### config.mk
export PLATFORM = sky130hd
export DESIGN_NAME = restoring_divider
export DESIGN_NICKNAME = d
export VERILOG_FILES = /design/src/rtl/alu_pkg.sv /design/src/rtl/adder.sv /design/src/rtl/restoring_divider_div_step.sv /design/src/rtl/restoring_divider.sv
export SDC_FILE = /design/constraint.sdc
export NUM_CORES = 1
export LEC_CHECK = 0
export CAP_MARGIN = 20
export CORE_AREA = 8 8 75 77
export DETAILED_ROUTE_END_ITERATION = 8
export DIE_AREA = 0 0 83 85
export GPL_ROUTABILITY_DRIVEN = 0
export SYNTH_ARGS = -nofsm -noshare
export SYNTH_HDL_FRONTEND = slang
export SYNTH_SLANG_ARGS = --single-unit
### constraint.sdc
create_clock -name clock -period 3.35 [get_ports clock]
set_clock_uncertainty 0.15 [all_clocks]
set_input_delay 0.335 -clock clock [delete_from_list [all_inputs] [get_ports clock]]
set_output_delay 0.335 -clock clock [all_outputs]
set_load 0.01 [all_outputs]
### src/rtl/alu_pkg.sv
// Shared ALU definitions: default datapath width and divider state encoding.
// Used by restoring_divider and the neighbouring shift-add multiplier.
package alu_pkg;

  localparam int ALU_WIDTH = 8;

  localparam logic [1:0] DIV_IDLE = 2'd0;
  localparam logic [1:0] DIV_RUN  = 2'd1;
  localparam logic [1:0] DIV_DONE = 2'd2;

  typedef enum logic [1:0] {
    ST_IDLE = DIV_IDLE,
    ST_RUN  = DIV_RUN,
    ST_DONE = DIV_DONE
  } div_state_e;

endpackage

### src/rtl/adder.sv
// Plain W-bit adder with carry-in; carry-out is discarded by design.
module Adder #(
  parameter int W = 8
) (
  input  logic [W-1:0] a,
  input  logic [W-1:0] b,
  input  logic         cin,
  output logic [W-1:0] sum
);

  assign sum = a + b + {{(W-1){1'b0}}, cin};

endmodule

### src/rtl/restoring_divider_div_step.sv
// One combinational restoring shift-subtract iteration of the divider.
// The subtraction is formed as R' + ~{0,D} + 1 through the shared Adder.
module div_step #(
  parameter int n = 8
) (
  input  logic [n-1:0] r_i,
  input  logic         q_msb_i,
  input  logic [n-1:0] d_i,
  output logic [n-1:0] r_o,
  output logic         q_bit_o
);

  logic [n:0] r_shift;
  logic [n:0] diff;

  assign r_shift = {r_i, q_msb_i};

  Adder #(.W(n + 1)) u_sub (
    .a   (r_shift),
    .b   (~{1'b0, d_i}),
    .cin (1'b1),
    .sum (diff)
  );

  // A negative difference restores R'; R'[n] is then provably zero since R' < D.
  always_comb begin
    q_bit_o = ~diff[n];
    r_o     = diff[n] ? r_shift[n-1:0] : diff[n-1:0];
  end

endmodule

### src/rtl/restoring_divider.sv
// Multi-cycle unsigned restoring divider with start/finished handshake.
// Optional feature macro: DIVIDER_DBZ_FLAG_EN (early-out divide-by-zero flag).
module restoring_divider
  import alu_pkg::*;
#(
  parameter int n = ALU_WIDTH
) (
  input  logic         clock,
  input  logic         reset,
  input  logic         start,
  input  logic [n-1:0] A,
  input  logic [n-1:0] B,
  output logic [n-1:0] quotient,
  output logic [n-1:0] remainder,
  output logic         finished,
`ifdef DIVIDER_DBZ_FLAG_EN
  output logic         div_by_zero,
`endif
  output logic [1:0]   dbg_state
);

  // Handshake: start is a one-cycle request honoured only in IDLE/DONE;
  // finished is a level that holds results until the next accepted start.
  localparam int CW = $clog2(n);

  div_state_e    state_q, state_d;
  logic [n-1:0]  q_q, q_d;
  // The top remainder bit is always zero between iterations, so R keeps n bits.
  logic [n-1:0]  r_q, r_d;
  logic [n-1:0]  d_q, d_d;
  logic [CW-1:0] cnt_q, cnt_d;
  logic          fin_q, fin_d;
  logic          dbz_hold;
  logic [n-1:0]  step_r;
  logic          step_qbit;

`ifdef DIVIDER_DBZ_FLAG_EN
  logic dbz_q, dbz_d;
  assign dbz_hold = dbz_q;
`else
  assign dbz_hold = 1'b0;
`endif

  div_step #(.n(n)) u_step (
    .r_i     (r_q),
    .q_msb_i (q_q[n-1]),
    .d_i     (d_q),
    .r_o     (step_r),
    .q_bit_o (step_qbit)
  );

  always_comb begin
    state_d = state_q;
    q_d     = q_q;
    r_d     = r_q;
    d_d     = d_q;
    cnt_d   = cnt_q;
    fin_d   = fin_q;
`ifdef DIVIDER_DBZ_FLAG_EN
    dbz_d   = dbz_q;
`endif
    case (state_q)
      ST_IDLE, ST_DONE: begin
        if (start) begin
          state_d = ST_RUN;
          q_d     = A;
          r_d     = '0;
          d_d     = B;
          cnt_d   = '0;
          fin_d   = 1'b0;
`ifdef DIVIDER_DBZ_FLAG_EN
          dbz_d   = (B == '0);
`endif
        end
      end
      ST_RUN: begin
        if (dbz_hold) begin
          // Zero divisor: Q still holds the dividend, so publish the fixed result.
          q_d     = '1;
          r_d     = q_q;
          state_d = ST_DONE;
          fin_d   = 1'b1;
        end else begin
          q_d   = {q_q[n-2:0], step_qbit};
          r_d   = step_r;
          cnt_d = cnt_q + CW'(1);
          if (cnt_q == CW'(n - 1)) begin
            state_d = ST_DONE;
            fin_d   = 1'b1;
          end
        end
      end
      default: state_d = ST_IDLE;
    endcase
  end

  always_ff @(posedge clock) begin
    if (reset) begin
      state_q <= ST_IDLE;
      q_q     <= '0;
      r_q     <= '0;
      d_q     <= '0;
      cnt_q   <= '0;
      fin_q   <= 1'b0;
`ifdef DIVIDER_DBZ_FLAG_EN
      dbz_q   <= 1'b0;
`endif
    end else begin
      state_q <= state_d;
      q_q     <= q_d;
      r_q     <= r_d;
      d_q     <= d_d;
      cnt_q   <= cnt_d;
      fin_q   <= fin_d;
`ifdef DIVIDER_DBZ_FLAG_EN
      dbz_q   <= dbz_d;
`endif
    end
  end

  assign quotient  = q_q;
  assign remainder = r_q;
  assign finished  = fin_q;
  assign dbg_state = state_q;
`ifdef DIVIDER_DBZ_FLAG_EN
  assign div_by_zero = dbz_q;
`endif

endmodule
Word-level counts from Yosys, hierarchy flattened
Index checks and enable logic that the tools add are counted.

word-level totals
  flip-flop bits (word level) = 30
  input port bits = 19
  output and inout bits = 19
  logic and storage cells = 36

operators by class
  $add $sub $neg = 3
  equal/unequal tests = 5
  mux-type cells = 13
  bitwise logic cells = 2
  reductions and logical operators = 7

operators by type and width
  kind                 count
  $pmux 8 s2           2
  $mux 8               3
  $add 9x1->9 const B  1
  $add 9x9->9          1
  $not 8->9            1
  $pmux 3 s2           1
  $reduce_and 2->1     3
  $mux 2               2
  $ne 2x2->1 const B   2
  $pmux 2 s2           1
  $add 3x1->3 const B  1
  $eq 3x3->1 const B   1
  $mux 3               1
  $reduce_and 3->1     1
  $eq 2x1->1 const B   1
  $eq 2x2->1 const B   1
  $logic_not 2->1      1
  $mux 1               2
  $pmux 1 s2           1
  $reduce_bool 2->1    1
  $reduce_or 2->1      1
  $not 1->1            1

Longest topological paths before layout
Gate-level depths: netlist (run 1).

  depth after elaboration = 5
  gate-level depth with buffers = 9
  mapped depth without buffers = 9

Modules after synthesis
From an unflattened synthesis (run 1), not the netlist that was laid out.

second synthesis, totals
  cell total of the unflattened synthesis = 197
  area, all modules = 1654.1 um2

modules (own cells, without submodules)
  module             times used  cells an instance  area an instance (um2)  seq. area each (um2)
  restoring_divider  1           137                1132.3                  600.6
  Adder              1           41                 352.8                   0.0
  div_step           1           19                 168.9                   0.0

Least setup slack after synthesis (run 1)
Ideal clock, no wire load.

  path kind = register to register
  from = register q_q[7], in the netlist quotient[7]
  to = register r_q[0], in the netlist remainder[0]
  setup time = 0.070 ns
  arrival = 2.184 ns
  data required time = 3.130 ns
  path slack = 0.946 ns
  cell stages (with the launch flop) = 10
  buffers on the path = 0
  period minus slack after synthesis = 2.404 ns
  path through = dfxtp_1 inv_1 ha_1 fa_1 nand2b_1 a211oi_2 mux2i_1 nor2_4 mux2_4 o21ai_1

between the ends
  word-level cells in the longest chain between the ends = 4

RTL lines
  element                 RTL line                          RTL
  from (decl)             restoring_divider.sv:27           logic [n-1:0] q_q, q_d;
  from (signal assigned)  restoring_divider.sv:110          q_q <= q_d;
  $add 9x9->9             adder.sv:11                       assign sum = a + b + {{(W-1){1'b0}}, cin};
  $add 9x1->9             adder.sv:11
  $mux 8 *                restoring_divider_div_step.sv:28  r_o = diff[n] ? r_shift[n-1:0] : diff[n-1:0];
  $pmux 8 s2 *            restoring_divider.sv:62           case (state_q)
  to (signal assigned)    restoring_divider.sv:111          r_q <= r_d;
  to (decl)               restoring_divider.sv:29           logic [n-1:0] r_q, r_d;

Every way passes the cells marked *; elsewhere a longest branch is shown, timed or not.
A chain may end at the register's enable or synchronous reset.

Worst setup path in the final report (run 1)
Same ends and word-level chain as after synthesis.

==> results of run 1 <==
tightest hold or removal path, delay by kind of cell (launching register included):
kind,cells,cell delay (ns)
and+or+nand+nor,1,0.05
AOI/OAI and AO/OA,1,0.05
DFF,1,0.31
per-stage QoR:
stage,utilization (%),hold WS [ns],std cells
floorplan,-,0.257,193
global placement,44.5,0.293,280
detailed placement,44.5,0.300,280
CTS,46.5,0.309,288
global route,46.5,0.329,288
finish,46.5,0.305,288
cell usage in the layout (no fill, tap or decap), drive strengths merged, types with 2 or more instances in the layout:
cell	count
xnor2	3
a22oi	3
mux2	2
o22ai	4
clkbuf	7
clkdlybuf4s50	37
a311oi	3
buf	3
nand2	35
nor2b	4
o21ai	11
mux2i	7
a21oi	16
dfxtp	30
nand2b	7
a211oi	2
nor3	7
nor2	19
inv	10
o21a	2
ha	10
worst max path at each step:
stage,start,endpoint,slack [ns]
after global routing,quotient[7],remainder[0],0.59
after detailed placement,quotient[7],remainder[0],0.77
final,quotient[7],remainder[0],0.74
after global placement,quotient[7],remainder[0],0.84
after CTS,quotient[7],remainder[0],0.73
after floorplan,quotient[7],remainder[0],0.95
per-layer routing:
metal | part of all wire [%] | vias up | GRT usage (%)
li1 | - | 754 | -
met1 | 48 | 657 | 12.6
met2 | 46 | 32 | 17.8
met3 | 5.3 | 7 | 3.54
met4 | 1.3 | 0 | 4.47
met5 | 0 | - | 0
flip-flops by register name (all words and copies together) (netlist names):
signal and cells:
cnt_q 3, d_q 8, dbg_state 2, finished 1, quotient 8, remainder 8
cells by family after synthesis:
group                    share of synthesized area, %
flip-flops                                       37.9
AO/OA/AOI/OAI                                    19.2
multiplexers                                     6.31
adder cells (fa/ha/maj)                          9.15
XOR/XNOR                                         1.66
AND/OR/NAND/NOR                                  21.6
buffers and inverters                            4.26
layout make-up:
type	count	share of cell area [%]
clock buffer	7	4.09
clock inverter	1	0.237
inverter	10	1.78
multi-input combinational	146	43.6
sequential	30	28.5
tap	54	3.20
timing repair buffer	40	18.6
power groups by stage:
stage | Combinational [mW] | Clock [mW] | Sequential (mW)
floorplan | 0.274 | 0 | 0.423
global placement | 0.397 | 0 | 0.418
CTS | 0.399 | 0.306 | 0.411
detailed placement | 0.397 | 0 | 0.418
finish | 0.395 | 0.301 | 0.410
global route | 0.437 | 0.326 | 0.416
==> results.txt, run 1 <==
With fillers left out, the area of the finished cells amounts to 2110 um2. The proportion of layout cells with a drive suffix above 1 came out at 7.69%. Setup slack closes at 0.744 ns. The layout net count is 263. Derived from the worst setup path, the maximum achievable clock frequency is 0.384 GHz. The number of pins with negative max-slew slack in the final report came out at 0. The wire length of the first global-routing pass came out at 6470 um. The share of total power dissipated in sequential elements is 37.1%. The run finished with clean final reports. The placed instances occupy a cell area of 2020 um2. The number of nets handed over by synthesis was 223. The number of distinct library cells after synthesis came out at 37. In the final routed layout, each cell accounts on average for 13.2 um. The highest fanout seen on the critical path came out at 8. The max-cap check violation count is 0. The cell count after synthesis is 193. Gates resized during post-CTS repair numbered 0.

The share of the Yosys chip area taken by registers is 37.9%. The top flip-flop cell by instance count after synthesis is sky130_fd_sc_hd__dfxtp_1. The sum of negative setup slack came out at 0 ns. The width of the chip came out at 83 um. The routed layout has 1450 vias. The summed instance area of the synthesized netlist came out at 1590 um2. The clock latency on the worst-skew pair is 0.28 ns.

Setup repair after global routing left no endpoint under its margin. The delay of the slowest cell on the worst path came out at 0.40 ns. The H-tree was split into 2 levels. The dominant cell type by area after synthesis is sky130_fd_sc_hd__dfxtp_1. IR analysis of the VDD net gives a maximum drop of 0.264 mV.

The overall die area is 7060 um2. In this run the critical register-to-register path is captured at remainder[0]. The worst path in the final design needs a cycle of 2.61 ns, including I/O delays and setup.

Counting instances in the post-synthesis netlist gives the leading cell types as 35 x sky130_fd_sc_hd__nand2_1, 30 x sky130_fd_sc_hd__dfxtp_1, 18 x sky130_fd_sc_hd__nor2_1. The combinational cell fraction of total power is 35.7%. Traced cell by cell, the critical path runs through inv_1, ha_1, fa_1, nand2b_1, a211oi_2, mux2i_1, nor2_4, mux2_4, o21ai_1. The number of antenna violations at the first check in global routing came to 0. For this run, design rule violations remaining after detail routing come to 0. The worst register-to-register path begins at quotient[7]. The critical path's slowest cell is sky130_fd_sc_hd__fa_1. The count of antenna-violating nets left after detailed routing is 0.

The synthesized design devotes to its leading area cell type 37.9% of total area. STA classifies the critical path startpoint as a register. The count of hold-fix buffers inserted at cts came out at 0.

The pre-antenna-repair detailed-routing pass consisted of 4 iterations. The type of element capturing the critical path is a register. The switching part of the total came out at 32.0%.

The number of diodes added for antenna fixing is 0. The via count of the first global-routing pass is 1474. The clock slew at the register clock pins of the worst setup and hold paths came out at 0.06 ns. The required time at the endpoint of the critical path is 3.40 ns. In this run the deepest clock path goes through 2 buffers. The hold violation total from the final report is 0.

Synthesis inferred 30 register bits. In this run the vertical extent of the chip is 85 um. The end point of the worst hold path is d_q[7]. The count of yosys warnings during synthesis is 0. The startpoint identified for the worst hold timing path is d_q[7]. The worst-case reg-to-reg path depth is 9. The number of buffers added on ports is 37.

The CTS tree is done. Overall power consumption after layout is estimated at 1.11 mW. The routed via count divided by cell count is 5.03. The layout overhead on the synthesized area came out at 32.9%. The kind of cell with the highest combined delay along the critical path is adder cells. The number of placement rows is 25. Counting instances, the worst hold path has a depth of 2. Sorting the synthesized cells by area gives the leading types as sky130_fd_sc_hd__dfxtp_1 38%, sky130_fd_sc_hd__nand2_1 8.3%, sky130_fd_sc_hd__ha_1 7.9%, sky130_fd_sc_hd__a21oi_1 4.7%, sky130_fd_sc_hd__mux2i_1 4.4%. The core area is 4540 um2.

At the pin with the least slew margin, the transition time is 0.637 ns. The headroom to the max-slew limit is 57.4%. The tree is rooted in a sky130_fd_sc_hd__clkbuf_8. The initial standard-cell utilization of the core came out at 35.0%. The count of buffering cells on the critical path with inverters included is 1. The buffer count from post-CTS setup fixing is 0.

The net switching component of the power is 0.354 mW. The total wire length after detailed routing is 3790 um. The number of fill cells in the layout is 444. The leakage component of the power came out at 0.835 nW.

After layout, the worst path uses 77.8% of the clock period. The count of cell instances traversed by the critical path came out at 9. The cell-internal power came out at 0.752 mW. Before CTS, the worst setup slack after placement is 0.769 ns. The clock net in this run drives a total of 30 sinks. The total global-route track usage is 10.8%.

The most common cell in the synthesized netlist is sky130_fd_sc_hd__nand2_1. The total of endpoints with negative setup slack in the final report came out at 0. The detailed placer's ending HPWL came out at 2810 um.

The power density over the cells came out at 525 nW/um2. Entering global routing, the biggest net connects 17 pins. Across all register-to-register paths, the minimum setup slack is 0.74 ns.

The total overflow reported by the global router came out at 0. The clock network accounts for 27.2% of the total power. The kind of critical path is register to register. The register area is 601 um2. The path class of the tightest hold or removal check is register to register.

At the worst endpoint, the arrival time is 2.66 ns. The number of buffers created by CTS is 5. Averaged over all synthesized cells, the footprint is 8.22 um2.

The number of DRC violations after detailed-routing iteration 0 came out at 76. The area of combinational cells with multiple inputs came out at 918 um2. Counting flops with an async set or reset pin after synthesis yields a share of 0%.

Pin placement for this block handled 38 I/O pins. The synthesized design contains 0 enable-type register cells.
Note: power is estimated with default switching activity, not from simulation.
==> run 2: changes to the inputs <==
Clock period 3.35 ns to 2.7 ns, I/O delays scaled along.
==> results.txt, run 2 (synthesis results as in run 1) <==
The final cell count without fillers is 289 (+0.35%). The clock latency on the worst-skew pair came out at 0.28 ns (about the same). The total wire length after detailed routing is 3820 um (+0.95%). The H-tree depth reported by CTS came out at 2 (unchanged). The kind of critical path is register to register. The start point of the worst hold path is d_q[7]. The detailed placer's ending HPWL is 2890 um (+2.7%).

The total overflow reported by the global router is 0 (unchanged). The root buffer cell is sky130_fd_sc_hd__clkbuf_8. The height of the die came out at 85 um (unchanged). The number of placement rows came to 25 (unchanged).

The signal on the critical path passes through inv_1, ha_1, fa_1, nand2b_1, a211oi_2, mux2i_2, nor2_4, mux2_4, o21ai_1. The hold violation total from the final report is 0 (unchanged). The switching part of the total is 31.3% (-0.71 points).

The register share of total power is 35.9% (-1.2 points). The final critical-path share of the clock period came to 94.7% (+17 points). The number of DRC violations after detailed-routing iteration 0 came out at 48 (-37%). The most critical setup path has its startpoint at quotient[7]. The number of detailed-routing iterations run before antenna repair came to 4 (unchanged). The count of pins on the block boundary came to 38 (unchanged).

The via count of the first global-routing pass is 1463 (-0.75%). The classification of the worst-slack hold path is register to register. The number of buffers added on ports came to 37 (unchanged).

The total of endpoints with negative setup slack in the final report is 0 (unchanged). STA classifies the critical path endpoint as a register. The combinational cell fraction of total power came out at 39.0% (+3.3 points). The proportion of layout cells with a drive suffix above 1 was 8.94% (+1.2 points). The most frequent standard cell in the layout excluding fill and tap cells is sky130_fd_sc_hd__clkdlybuf4s50_1.

The core area is 4540 um2 (unchanged). The worst endpoint data arrival time is 2.61 ns (-0.05 ns). The total global-route track usage is 11.1% (+0.25 points). The number of buffers created by CTS is 5 (unchanged).

The maximum buffer depth of the clock tree is 2 (unchanged). The width of the chip came out at 83 um (unchanged). The leakage component of the power was 0.851 nW (+1.9%).

Leaving out fill and tap cells, the most frequent cells in the layout are 37 x sky130_fd_sc_hd__clkdlybuf4s50_1, 35 x sky130_fd_sc_hd__nand2_1, 30 x sky130_fd_sc_hd__dfxtp_1. The count of antenna-violating nets left after detailed routing came out at 0 (unchanged). The max-cap check violation count came out at 0 (unchanged).

The cell-internal power is 0.973 mW (+29%). The clock period minus worst slack came out at 2.56 ns (-0.0499 ns). In this design, the largest share of critical-path delay is due to multiplexers. On the critical path, the stage with the largest delay is an instance of sky130_fd_sc_hd__fa_1. The routed via count divided by cell count is 4.94 (-1.8%). The count of unresolved DRC violations after routing is 0 (unchanged).

The overall die area came to 7060 um2 (unchanged). The number of pins with negative max-slew slack in the final report is 0 (unchanged). The number of diodes added for antenna fixing came out at 0 (unchanged). The worst IR drop on VDD came out at 0.357 mV (+35%). The number of antenna violations at the first check in global routing was 0 (unchanged).

The maximum clock frequency came out at 0.391 GHz (+2.0%). The required time at the endpoint of the critical path came to 2.75 ns (-0.65 ns). The routed wire length per instance is 13.2 um (+0.60%).

The highest fanout seen on the critical path came out at 3 (-5). The worst hold slack after final layout came out at 0.306 ns (+0.00105 ns). The clock share of power is 25.1% (-2.1 points). The power density over the cells was 662 nW/um2 (+26%).

The wire length of the first global-routing pass came out at 6580 um (+1.7%). The final core utilization is 47.1% (+0.66 points). The total instance count after detailed placement is 281 (+0.36%).

The largest net degree at the start of global routing is 17 (unchanged). The headroom to the max-slew limit came out at 57.6% (+0.24 points). The count of clock tree sinks is 30 (unchanged). The initial standard-cell utilization of the core came out at 35.0% (unchanged). The layout net count is 266 (+1.1%). The clock slew at the register clock pins of the worst setup and hold paths is 0.06 ns (about the same). The pin slew with the least headroom to its limit came to 0.634 ns (-0.00362 ns).

The run finished with clean final reports. The layout overhead on the synthesized area is 34.8%. The net switching component of the power came out at 0.443 mW (+25%).

The count of buffering cells on the critical path with inverters included came to 1 (unchanged). The worst setup path is launched from a register. The CTS tree is done. The delay of the slowest cell on the worst path came out at 0.40 ns (about the same). The startpoint identified for the worst register-to-register timing path is quotient[7]. The vias after detailed routing came out at 1429 (-1.4%).
## run 2: area by class of cell
| class | count | area (um2) |
|---|---|---|
| multi-input cells | 146 | 922 |
| inverters | 10 | 37.5 |
| clock buffers | 6 | 82.6 |
| repair buffers | 43 | 428 |
| flip-flops and latches | 30 | 601 |
| well taps | 54 | 67.6 |
| fillers | 444 | 2400 |
## run 2: final timing paths
check / to / slack [ns] / cells after the start
worst max register to register: remainder[0] / 0.14 / 9
worst max-delay path: remainder[0] / 0.14 / 9
worst min-delay path: d_q[7] / 0.31 / 2
worst min register to register: d_q[7] / 0.31 / 2
## run 2: power by group through the flow
stage	registers, mW	logic, mW	clock network (mW)
final	0.508	0.552	0.355
after global routing	0.515	0.609	0.390
after CTS	0.509	0.499	0.369
after detailed placement	0.518	0.498	0
after global placement	0.518	0.496	0
after floorplan	0.525	0.340	0
## run 2: worst min-delay path: cells and delay by family, from the launching register on
| kind | cells | cell delay [ns] |
|---|---|---|
| AO/OA/AOI/OAI | 1 | 0.05 |
| AND/OR/NAND/NOR | 1 | 0.05 |
| flip-flops | 1 | 0.31 |
## run 2: stage by stage
| step | TNS [ns] | area, um2 | power, mW | setup slack, ns |
|---|---|---|---|---|
| 2_1_floorplan | 0 | 1590 | 0.865 | 0.296 |
| 3_3_place_gp | 0 | 2020 | 1.01 | 0.194 |
| 3_5_place_dp | 0 | 2020 | 1.02 | 0.106 |
| 4_1_cts | 0 | 2110 | 1.38 | 0.0903 |
| 5_1_grt | -0.0223 | 2140 | 1.51 | -0.00956 |
| 6_report | 0 | 2140 | 1.42 | 0.144 |
## run 2: metal layers
metal  routed length [um]  track usage [%]
met1                 1790             12.7
met2                 1740             17.9
met3                  262             4.89
met4                   35             3.83
met5                    0                0
## run 2: what timing repair did
item                       in CTS  in global routing
buffers inserted                0                  2
hold buffers                    0                  0
setup endpoints to repair       0                  2
gates resized for setup         0                  1
